[config.mk]
export PLATFORM = sky130hd
export DESIGN_NAME = division_sequencer
export DESIGN_NICKNAME = d
export VERILOG_FILES = /design/src/rtl/division_pkg.sv /design/src/rtl/sync_fifo.sv /design/src/rtl/division_sequencer.sv
export SDC_FILE = /design/constraint.sdc
export NUM_CORES = 1
export LEC_CHECK = 0
export CORE_ASPECT_RATIO = 2
export CORE_UTILIZATION = 30
export CTS_BUF_LIST = sky130_fd_sc_hd__clkbuf_16
export CTS_CLUSTER_DIAMETER = 60
export DETAILED_ROUTE_END_ITERATION = 8
export HOLD_SLACK_MARGIN = 0.12
export SLEW_MARGIN = 5
export SYNTH_ARGS = -nofsm -noshare
export SYNTH_HDL_FRONTEND = slang
export SYNTH_HIERARCHICAL = 1
export SYNTH_SLANG_ARGS = --single-unit
[constraint.sdc]
create_clock -name clk -period 8.2 [get_ports clk]
set_input_delay 1.64 -clock clk [delete_from_list [all_inputs] [get_ports clk]]
set_output_delay 1.64 -clock clk [all_outputs]
set_load 0.05 [all_outputs]
[src/rtl/division_pkg.sv]
// Shared constants and types for the divider issue stage.
// Operands use Q format: [15:13] scale factor, [12:0] two's-complement mantissa.
package division_pkg;

    localparam int N          = 16;
    localparam int SCALE_BITS = 3;
    localparam int MANT_BITS  = N - SCALE_BITS;
    localparam int STATUS_W   = 3;

    // Bit positions inside out_status
    localparam int ST_OVF = 0;
    localparam int ST_DBZ = 1;
    localparam int ST_TMO = 2;

    typedef enum logic [1:0] {
        IDLE   = 2'd0,
        LOAD   = 2'd1,
        WAIT   = 2'd2,
        RESULT = 2'd3
    } state_t;

endpackage

[src/rtl/sync_fifo.sv]
// Single-clock FIFO with wrap-around pointers (extra MSB distinguishes full from empty).
// Pushes while full and pops while empty are ignored.
module sync_fifo #(
    parameter int WIDTH = 32,
    parameter int DEPTH = 4
) (
    input  logic                     clk,
    input  logic                     reset,
    input  logic                     push,
    input  logic [WIDTH-1:0]         din,
    input  logic                     pop,
    output logic [WIDTH-1:0]         dout,
    output logic                     full,
    output logic                     empty,
    output logic [$clog2(DEPTH):0]   count
);

    localparam int AW = $clog2(DEPTH);

    logic [WIDTH-1:0] mem [DEPTH];
    logic [AW:0]      wr_ptr;
    logic [AW:0]      rd_ptr;
    logic             do_push;
    logic             do_pop;

    assign count   = wr_ptr - rd_ptr;
    assign full    = (count == (AW+1)'(DEPTH));
    assign empty   = (wr_ptr == rd_ptr);
    assign do_push = push && !full;
    assign do_pop  = pop && !empty;
    assign dout    = mem[rd_ptr[AW-1:0]];

    always_ff @(posedge clk) begin
        if (reset) begin
            wr_ptr <= '0;
            rd_ptr <= '0;
        end else begin
            if (do_push) wr_ptr <= wr_ptr + (AW+1)'(1);
            if (do_pop)  rd_ptr <= rd_ptr + (AW+1)'(1);
        end
    end

    // Storage needs no reset: entries are only read after being written.
    always_ff @(posedge clk) begin
        if (do_push) mem[wr_ptr[AW-1:0]] <= din;
    end

endmodule

[src/rtl/division_sequencer.sv]
// Issue stage for the iterative fixed-point divider: buffers operand pairs, runs one
// division at a time, and hands back quotients in order on a valid/ready output.
module division_sequencer
    import division_pkg::*;
#(
    parameter int N          = division_pkg::N,
    parameter int FIFO_DEPTH = 4,
    parameter int TIMEOUT    = 40
) (
    input  logic                          clk,
    input  logic                          reset,
    input  logic                          in_valid,
    output logic                          in_ready,
    input  logic [N-1:0]                  in_dividend,
    input  logic [N-1:0]                  in_divisor,
    output logic                          div_start,
    output logic [N-1:0]                  div_dividend,
    output logic [N-1:0]                  div_divisor,
    input  logic [N-1:0]                  div_q,
    input  logic                          div_ready,
    input  logic                          div_overflow,
    input  logic                          div_div_by_zero,
    output logic                          out_valid,
    input  logic                          out_ready,
    output logic [N-1:0]                  out_q,
    output logic [2:0]                    out_status,
    output logic                          busy,
    output logic [$clog2(FIFO_DEPTH):0]   pending_count
);

    localparam int CW = $clog2(TIMEOUT + 1);

    state_t             state;
    state_t             state_nxt;
    logic [CW-1:0]      wait_cnt;
    logic [2*N-1:0]     fifo_dout;
    logic               fifo_full;
    logic               fifo_empty;
    logic               push;
    logic               pop;
    logic               cap;
    logic [N-1:0]       cap_q;
    logic [2:0]         cap_status;

    assign in_ready = !fifo_full;
    assign push     = in_valid && in_ready;

    sync_fifo #(
        .WIDTH (2*N),
        .DEPTH (FIFO_DEPTH)
    ) u_fifo (
        .clk   (clk),
        .reset (reset),
        .push  (push),
        .din   ({in_dividend, in_divisor}),
        .pop   (pop),
        .dout  (fifo_dout),
        .full  (fifo_full),
        .empty (fifo_empty),
        .count (pending_count)
    );

    // Reset also holds the divider in reset so nothing in flight survives.
    assign div_start = reset || (state == LOAD);
    assign out_valid = (state == RESULT);
    assign busy      = (state != IDLE);

    always_comb begin
        state_nxt  = state;
        pop        = 1'b0;
        cap        = 1'b0;
        cap_q      = '0;
        cap_status = '0;
        case (state)
            IDLE: begin
                if (!fifo_empty) begin
                    pop       = 1'b1;
                    state_nxt = LOAD;
                end
            end
            LOAD: state_nxt = WAIT;
            WAIT: begin
                // First WAIT cycle may still see the previous op's done level.
                if (wait_cnt != '0 && div_ready) begin
                    cap                = 1'b1;
                    cap_status[ST_OVF] = div_overflow;
                    cap_status[ST_DBZ] = div_div_by_zero;
                    cap_q              = (div_overflow || div_div_by_zero) ? '0 : div_q;
                    state_nxt          = RESULT;
                end else if (wait_cnt == CW'(TIMEOUT - 1)) begin
                    cap                = 1'b1;
                    cap_status[ST_TMO] = 1'b1;
                    state_nxt          = RESULT;
                end
            end
            RESULT: begin
                if (out_ready) state_nxt = IDLE;
            end
            default: state_nxt = IDLE;
        endcase
    end

    always_ff @(posedge clk) begin
        if (reset) begin
            state        <= IDLE;
            wait_cnt     <= '0;
            div_dividend <= '0;
            div_divisor  <= '0;
            out_q        <= '0;
            out_status   <= '0;
        end else begin
            state <= state_nxt;
            if (pop) {div_dividend, div_divisor} <= fifo_dout;
            if (state == LOAD)      wait_cnt <= '0;
            else if (state == WAIT) wait_cnt <= wait_cnt + CW'(1);
            if (cap) begin
                out_q      <= cap_q;
                out_status <= cap_status;
            end
        end
    end

endmodule

# --- Word level (Yosys, flattened, before mapping) ---
# Memories as Yosys holds them, arrays and structs flattened. A register that Yosys moved wholly into a read port is not among the register bits.
# Cells that the tools add are included.
totals:
  ram_bits: 128
  reg_bits: 33
  word_cells: 51
  memories: 1
  inputBits: 55
  out_inout_bits: 58
memory_table:
  columns: ["name", "words", "width", "read_ports", "rd_ports_with_merged_regs", "wr", "line_no", "rtl"]
  rows:
  - ["u_fifo.mem", 4, 32, 1, 1, 1, "sync_fifo.sv:20", "logic [WIDTH-1:0] mem [DEPTH];"]
op_classes:
  eq_ne: 9
  addsub: 4
  n_reduce_logical: 13
  mux: 18
ops:
  columns: ["operator", "n"]
  rows:
  - ["$mux 16", 3]
  - ["$mux 2", 5]
  - ["$mux 1", 8]
  - ["$pmux 2 s4", 1]
  - ["$add 3x1->3 const B", 2]
  - ["$add 6x1->6 const B", 1]
  - ["$eq 6x6->1 const B", 1]
  - ["$reduce_bool 6->1", 1]
  - ["$eq 2x2->1 const B", 2]
  - ["$logic_and 1x1->1", 4]
  - ["$eq 3x3->1", 1]
  - ["$eq 3x3->1 const B", 1]
  - ["$mux 3", 1]
  - ["$ne 3x3->1 const B", 1]
  - ["$reduce_and 3->1", 1]
  - ["$sub 3x3->3", 1]
  - ["$eq 2x1->1 const B", 1]
  - ["$logic_not 1->1", 2]
  - ["$logic_not 2->1", 1]
  - ["$logic_or 1x1->1", 2]
  - ["$ne 2x1->1 const B", 1]
  - ["$ne 2x2->1 const B", 1]
  - ["$reduce_bool 2->1", 1]
  - ["$reduce_or 2->1", 1]

# --- Depth between registers and ports, before layout ---
# Gate-level depths: netlist of run 1.
logic_depth:
  depth_word: 7
  ltp_mapped: 11

# --- Hierarchy ---
# Netlist of run 1, hierarchy kept.
modules_own_cells:
  columns: ["module", "cells_per_inst", "area_each_um2", "instances"]
  rows:
  - ["sync_fifo", 215, 5082.4, 1]
  - ["division_sequencer", 245, 2248.4, 1]

# --- Worst setup path before layout of run 1 ---
# OpenSTA, ideal clock, no wires.
synth_timing:
  path_kind: "input -> output"
  start: "in reset"
  end: "out div_start"
  setup_slack_ns: 4.283
  cell_stages: 2
  arrival_ns: 2.277
  t_required_ns: 6.560
  cell_sequence: "or2_2 -> clkbuf_1"
synth_via:
  elab_chain_len: 1
synth_rtl:
  columns: ["item", "line_no", "rtl"]
  rows:
  - ["from (decl)", "division_sequencer.sv:11", "input logic reset,"]
  - ["$logic_or 1x1->1", "division_sequencer.sv:64", "assign div_start = reset || (state == LOAD);"]
  - ["to (decl)", "division_sequencer.sv:16", "output logic div_start,"]
# No other way between the ends.

# --- Worst setup path in the final report of run 1 ---
# Ends and elaborated chain as after synthesis.

==> metrics.yaml, run 1 <==
synthesis:
  synth-seq-area-share: 0.7073
  ys_seq_elements: 195
  synth_cell_type_count: 41
  synth.area.top_cells: "edfxtp_1, dfxtp_1, mux4_2"
  synth_area_um2: 7331
  ys_async_sr_fraction: 0
  ys.flop_type: "edfxtp_1"
  synth_edf_count: 128
  syn-instance-count: 460
  yosys_warnings: 6
  syn_nets: 529
  yosysTopAreaCellShare: 0.5243
  syn_area_per_cell_um2: 15.94
  synth_largest_area_cell: "edfxtp_1"
global_route:
  grt_max_degree: 47
  grt_pass1_vias: 4452
  grt-ovfl-total: 0
  grt_pass1_wl_mm: 24.08
  grtUsageTotal: 0.1301
  antenna_found_initial: 0
route:
  wl_mm: 15.35
  ant_nets: 0
  drc: 0
  wl_per_cell_um: 17.62
  dr.pass1.iters: 4
  route.vias.total: 4110
  drtIter0Drc: 190
  viasPerCell: 4.719
cells_and_area:
  layout-drive-gt1-share: 0.1627
  area_growth_pct: 27.14
  fin_util: 0.3896
  final_common_cell: "edfxtp_1"
  final_nets: 640
  fin_area_um2: 9320
  antennaDiodeCount: 0
  layout_common_cells: "edfxtp_1, clkdlybuf4s50_1, nand2_1"
  fillers: 2188
sta:
  fin_tns_setup_ns: 0
  relSlewSlack: 0.3672
  finalMaxSlewViolations: 0
  finClkSkew_ns: 0.01003
  rsz0062_at_grt: "no"
  fmax_ghz: 0.2031
  min_period_over_period: 0.6004
  finalSetupViolations: 0
  post-route-min-period_ns: 4.923
  worst_pin_slew_ns: 0.9492
  hold_violations: 0
die:
  chipWidth_um: 112.5
  start_util: 0.3064
  ios: 113
  core_area_um2: 23920
  core.rowCount: 80
  die_area_um2: 25100
  dieHeight_um: 223.1
place:
  dp_hpwl_mm: 10.05
  gp_congestion: 0.7248
  place_area_um2: 8725
  io_buffers: 112
setup_path:
  crit_required_ns: 6.56
  arrival_ns: 3.28
  crit_fanout: 46
  endpoint_kind: "output port"
  critPathKind: "primary input to output port"
  critPathLaunchType: "primary input"
power_and_ir_drop:
  powerDensity_nw_per_um2: 342.6
  max-vdd-ir-drop_uv: 220.1
  leakage_nw: 3.146
clocking:
  clk_path_buf_depth: 2
  cts_hold_buf: 0
  cts_setup_buffers: 0
  cts_tree: "yes"
  clock-sinks: 195
  clk_latency_ns: 0.44
  htreeDepth: 4
  cts_buffers: 17
  clk_pin_slew_ns: 0.07
  cts_root_buf: "clkbuf_16"
  post_cts_resized: 0
run_status:
  outcome: "complete, no violations"
job:
  maxCapViolations: 0
hold_path:
  hold_class: "flop to flop"
## synth_stat cells (2+ instances only)
library cell   instances
mux2i_1                4
dlygate4sd1_1          2
nor2b_1                3
a32o_1                 8
edfxtp_1             128
xnor2_1                3
nand2_1               71
a32o_2                10
xor2_1                 6
nor2_1                13
and2_1                 3
inv_1                 15
clkbuf_1              10
nand4_1                2
o21ai_0                2
nand2b_1               2
buf_6                  3
ha_1                  13
buf_1                  5
mux4_2                32
buf_2                  4
nor3_1                 2
a21oi_1               35
dfxtp_1               67
## power breakdown
| part | total [mW] | leakage [nW] | internal (mW) | switching [mW] |
|---|---|---|---|---|
| clock | 0.825 | 0.292 | 0.458 | 0.366 |
| combinational | 1.02 | 1.13 | 0.350 | 0.671 |
| sequential | 1.35 | 1.72 | 1.26 | 0.0866 |
## layout make-up
| type | count | area (um^2) | share of cell area |
|---|---|---|---|
| well taps | 287 | 359.1 | 0.03853 |
| clock inverters | 13 | 120.1 | 0.01289 |
| inverters | 15 | 56.30 | 0.006041 |
| flip-flops and latches | 195 | 5187 | 0.5566 |
| clock buffers | 19 | 475.5 | 0.05101 |
| multi-input cells | 226 | 1976 | 0.2120 |
| repair buffers | 116 | 1146 | 0.1230 |
## critical path, stage by stage
cell	delay (ns)
buf_2	0.07
buf_4	0.45
or2_2	0.28
clkdlybuf4s50_1	0.82
## routing by layer
layer  routed length, um  GRT usage  vias to the layer above
li1                    -          -                     1933
met1                5659     0.1251                     2069
met2                8929     0.2559                       88
met3                 437    0.03151                       20
met4                 323    0.05591                        0
met5                   0          0                        -
## per-stage QoR
step | power [mW] | setup WS (ns) | hold slack [ns] | instances
final | 3.193 | 3.277 | 0.4546 | 871
after global routing | 3.344 | 3.203 | 0.4748 | 871
after CTS | 3.241 | 3.256 | 0.4575 | 871
after detailed placement | 2.412 | 3.256 | 0.4477 | 839
after global placement | 2.389 | 3.285 | 0.4514 | 839
after floorplan | 2.049 | 4.283 | 0.4677 | 460
## kinds of logic (layout without fill, tap and decap cells)
logic type,after synthesis,count (layout),synth area share
fa+ha+maj,14,14,0.02492
simple gates,103,103,0.06247
flops,195,195,0.7073
compound gates,63,63,0.06247
mux,36,36,0.1038
buf+inv,39,163,0.02509
xor+xnor,10,10,0.01400
## final timing paths
check,slack [ns],startpoint,depth (start not counted),to
max,3.28,reset,4,div_start
min,0.45,div_dividend[1]$_SDFFE_PP0P_,2,div_dividend[1]$_SDFFE_PP0P_
max reg2reg,4.92,u_fifo/wr_ptr[0]$_SDFFE_PP0P_,9,u_fifo/mem[1][29]$_DFFE_PP_
min reg2reg,0.45,div_dividend[1]$_SDFFE_PP0P_,2,div_dividend[1]$_SDFFE_PP0P_
## state kept, by name, indices dropped and copies added (netlist names), named ones only
name	count
u_fifo/rd_ptr	3
state	2
u_fifo/wr_ptr	3
out_q	16
div_dividend	16
out_status	3
u_fifo/mem	128
div_divisor	16
wait_cnt	6
Note: power is estimated with default switching activity, not from simulation.
==> run 2, diff against run 1 <==
clock period = 4.5 ns   (was 8.2 ns; I/O delays follow)
==> run 2 against run 1 <==
Effect of this change:
- critical path depth rose by 4
- total power increased by 81%
- non-clock buffer count unchanged
- sequential power grew 81%
- wire length rose by 0.57%
- clock skew decreased by 0.00061 ns
- sequential share of layout area grew 0.090 points
- setup slack lost 2.6 ns
- count of clock-buffer cells in the layout is the same
- combinational power grew 82%
- critical path type is now flop to output port
- critical endpoint is now in_ready
- largest power group unchanged
==> metrics.yaml, run 2 (synthesis results as in run 1) <==
run_status:
  outcome: "complete, no violations"
sta:
  finalMaxSlewViolations: 0
  min_period_over_period: 0.8489
  relSlewSlack: 0.3887
  fin_tns_setup_ns: 0
  finalSetupViolations: 0
  hold_violations: 0
  fmax_ghz: 0.2618
  finClkSkew_ns: 0.009417
  worst_pin_slew_ns: 0.9169
  rsz0062_at_grt: "no"
  post-route-min-period_ns: 3.820
global_route:
  grt-ovfl-total: 0
  grt_pass1_vias: 4455
  grtUsageTotal: 0.1313
  grt_max_degree: 46
  grt_pass1_wl_mm: 24.16
  antenna_found_initial: 1
place:
  gp_congestion: 0.7528
  dp_hpwl_mm: 10.55
  io_buffers: 112
clocking:
  cts_tree: "yes"
  clk_path_buf_depth: 2
  post_cts_resized: 0
  clk_latency_ns: 0.44
  cts_root_buf: "clkbuf_16"
  cts_buffers: 17
  clk_pin_slew_ns: 0.07
  htreeDepth: 4
  cts_setup_buffers: 0
  clock-sinks: 195
  cts_hold_buf: 0
die:
  core.rowCount: 80
  start_util: 0.3064
  ios: 113
  dieHeight_um: 223.1
  core_area_um2: 23920
  die_area_um2: 25100
  chipWidth_um: 112.5
route:
  ant_nets: 0
  drt-met1-wl_mm: 5.480
  wl_mm: 15.44
  dr.pass1.iters: 4
  viasPerCell: 4.754
  met3_length_um: 571
  route.vias.total: 4141
  drtIter0Drc: 189
  drc: 0
  wl_per_cell_um: 17.72
  dr_wl_met2_mm: 9.033
  top_layer: "met4"
setup_path:
  crit_chain: "inv_1 > ha_1 > inv_1 > fa_1 > and2b_2 > and2_2 > inv_1 > clkdlybuf4s50_1"
  crit_fanout: 4
  endpoint_kind: "output port"
  critPathMaxStageDelay_ns: 0.79
  arrival_ns: 2.92
  critPathTopFamily: "buffers and inverters"
  critPathKind: "flop to output port"
  cpMostUsedCell: "inv_1"
  r2r_end: "u_fifo/mem[1][30]$_DFFE_PP_"
  r2r_setup_slack_ns: 1.24
  crit_buf_inv: 4
  r2r-start: "u_fifo/wr_ptr[0]$_SDFFE_PP0P_"
  cp_slowest_cell: "clkdlybuf4s50_1"
  crit_required_ns: 3.60
  r2r_cells: 9
  critPathLaunchType: "flop"
job:
  maxCapViolations: 0
cells_and_area:
  area_growth_pct: 26.93
  layout-drive-gt1-share: 0.1627
  largest_reg_flops: 128
  layout_common_cells: "edfxtp_1, clkdlybuf4s50_1, nand2_1"
  antennaDiodeCount: 0
  final_common_cell: "edfxtp_1"
  fin_util: 0.3890
  final_nets: 640
power_and_ir_drop:
  p_seq_frac: 0.423
  leakage_nw: 3.143
  switching_power_mw: 2.065
  switching_share: 0.3568
  intPower_mw: 3.723
  clock_power_share: 0.255
  comb_power_share: 0.322
  max-vdd-ir-drop_uv: 270.2
  powerDensity_nw_per_um2: 622.0
hold_path:
  hold_depth: 2
  min_to: "div_divisor[4]$_SDFFE_PP0P_"
  worstHoldStart: "div_divisor[4]$_SDFFE_PP0P_"
  hold_class: "flop to flop"
run 2: through the flow:
step                      power [mW]  instance area, um^2  hold slack (ns)  setup slack (ns)  instances
after floorplan                3.734                 7331           0.4677            0.9965        460
after global placement         4.351                 8725           0.4471             1.163        839
after detailed placement       4.394                 8725           0.4495             1.142        839
after CTS                      5.874                 9305           0.4604            0.6534        871
after global routing           6.072                 9305           0.4739            0.5914        871
final                          5.788                 9305           0.4585            0.6799        871
run 2: how the worst max path moves through the flow:
stage                                   from                         end  slack (ns)  depth (start not counted)
3_3_place_gp   u_fifo/wr_ptr[0]$_SDFFE_PP0P_                    in_ready        1.16                          8
3_5_place_dp   u_fifo/wr_ptr[0]$_SDFFE_PP0P_                    in_ready        1.14                          8
4_1_cts        u_fifo/wr_ptr[0]$_SDFFE_PP0P_                    in_ready        0.65                          8
5_1_grt        u_fifo/wr_ptr[0]$_SDFFE_PP0P_                    in_ready        0.59                          8
2_1_floorplan  u_fifo/wr_ptr[0]$_SDFFE_PP0P_  u_fifo/mem[0][0]$_DFFE_PP_         1.0                          9
6_report       u_fifo/wr_ptr[0]$_SDFFE_PP0P_                    in_ready        0.68                          8
run 2: tightest hold or removal path, stage by stage (launching register included):
cell and delay, ns:
dfxtp_1 0.31, nand2_1 0.05, a21oi_1 0.05
run 2: power groups by stage:
| stage | registers (mW) | logic (mW) | clock network, mW |
|---|---|---|---|
| 6_report | 2.45 | 1.86 | 1.48 |
| 5_1_grt | 2.49 | 2.00 | 1.58 |
| 4_1_cts | 2.45 | 1.90 | 1.51 |
| 3_5_place_dp | 2.49 | 1.90 | 0 |
| 3_3_place_gp | 2.47 | 1.88 | 0 |
| 2_1_floorplan | 2.92 | 0.814 | 0 |
run 2: final cells by class:
cell class / instances / area (um^2)
inverter: 15 / 56.30
fill: 2169 / 14620
multi-input combinational: 226 / 1976
clock buffer: 19 / 475.5
sequential: 195 / 5187
timing repair buffer: 116 / 1146
tap: 287 / 359.1
clock inverter: 13 / 105.1
run 2: per-layer routing:
layer | vias up | global-route usage
met5 | - | 0
met4 | 0 | 0.05849
met3 | 27 | 0.03043
met2 | 103 | 0.2575
met1 | 2075 | 0.1270
li1 | 1936 | -
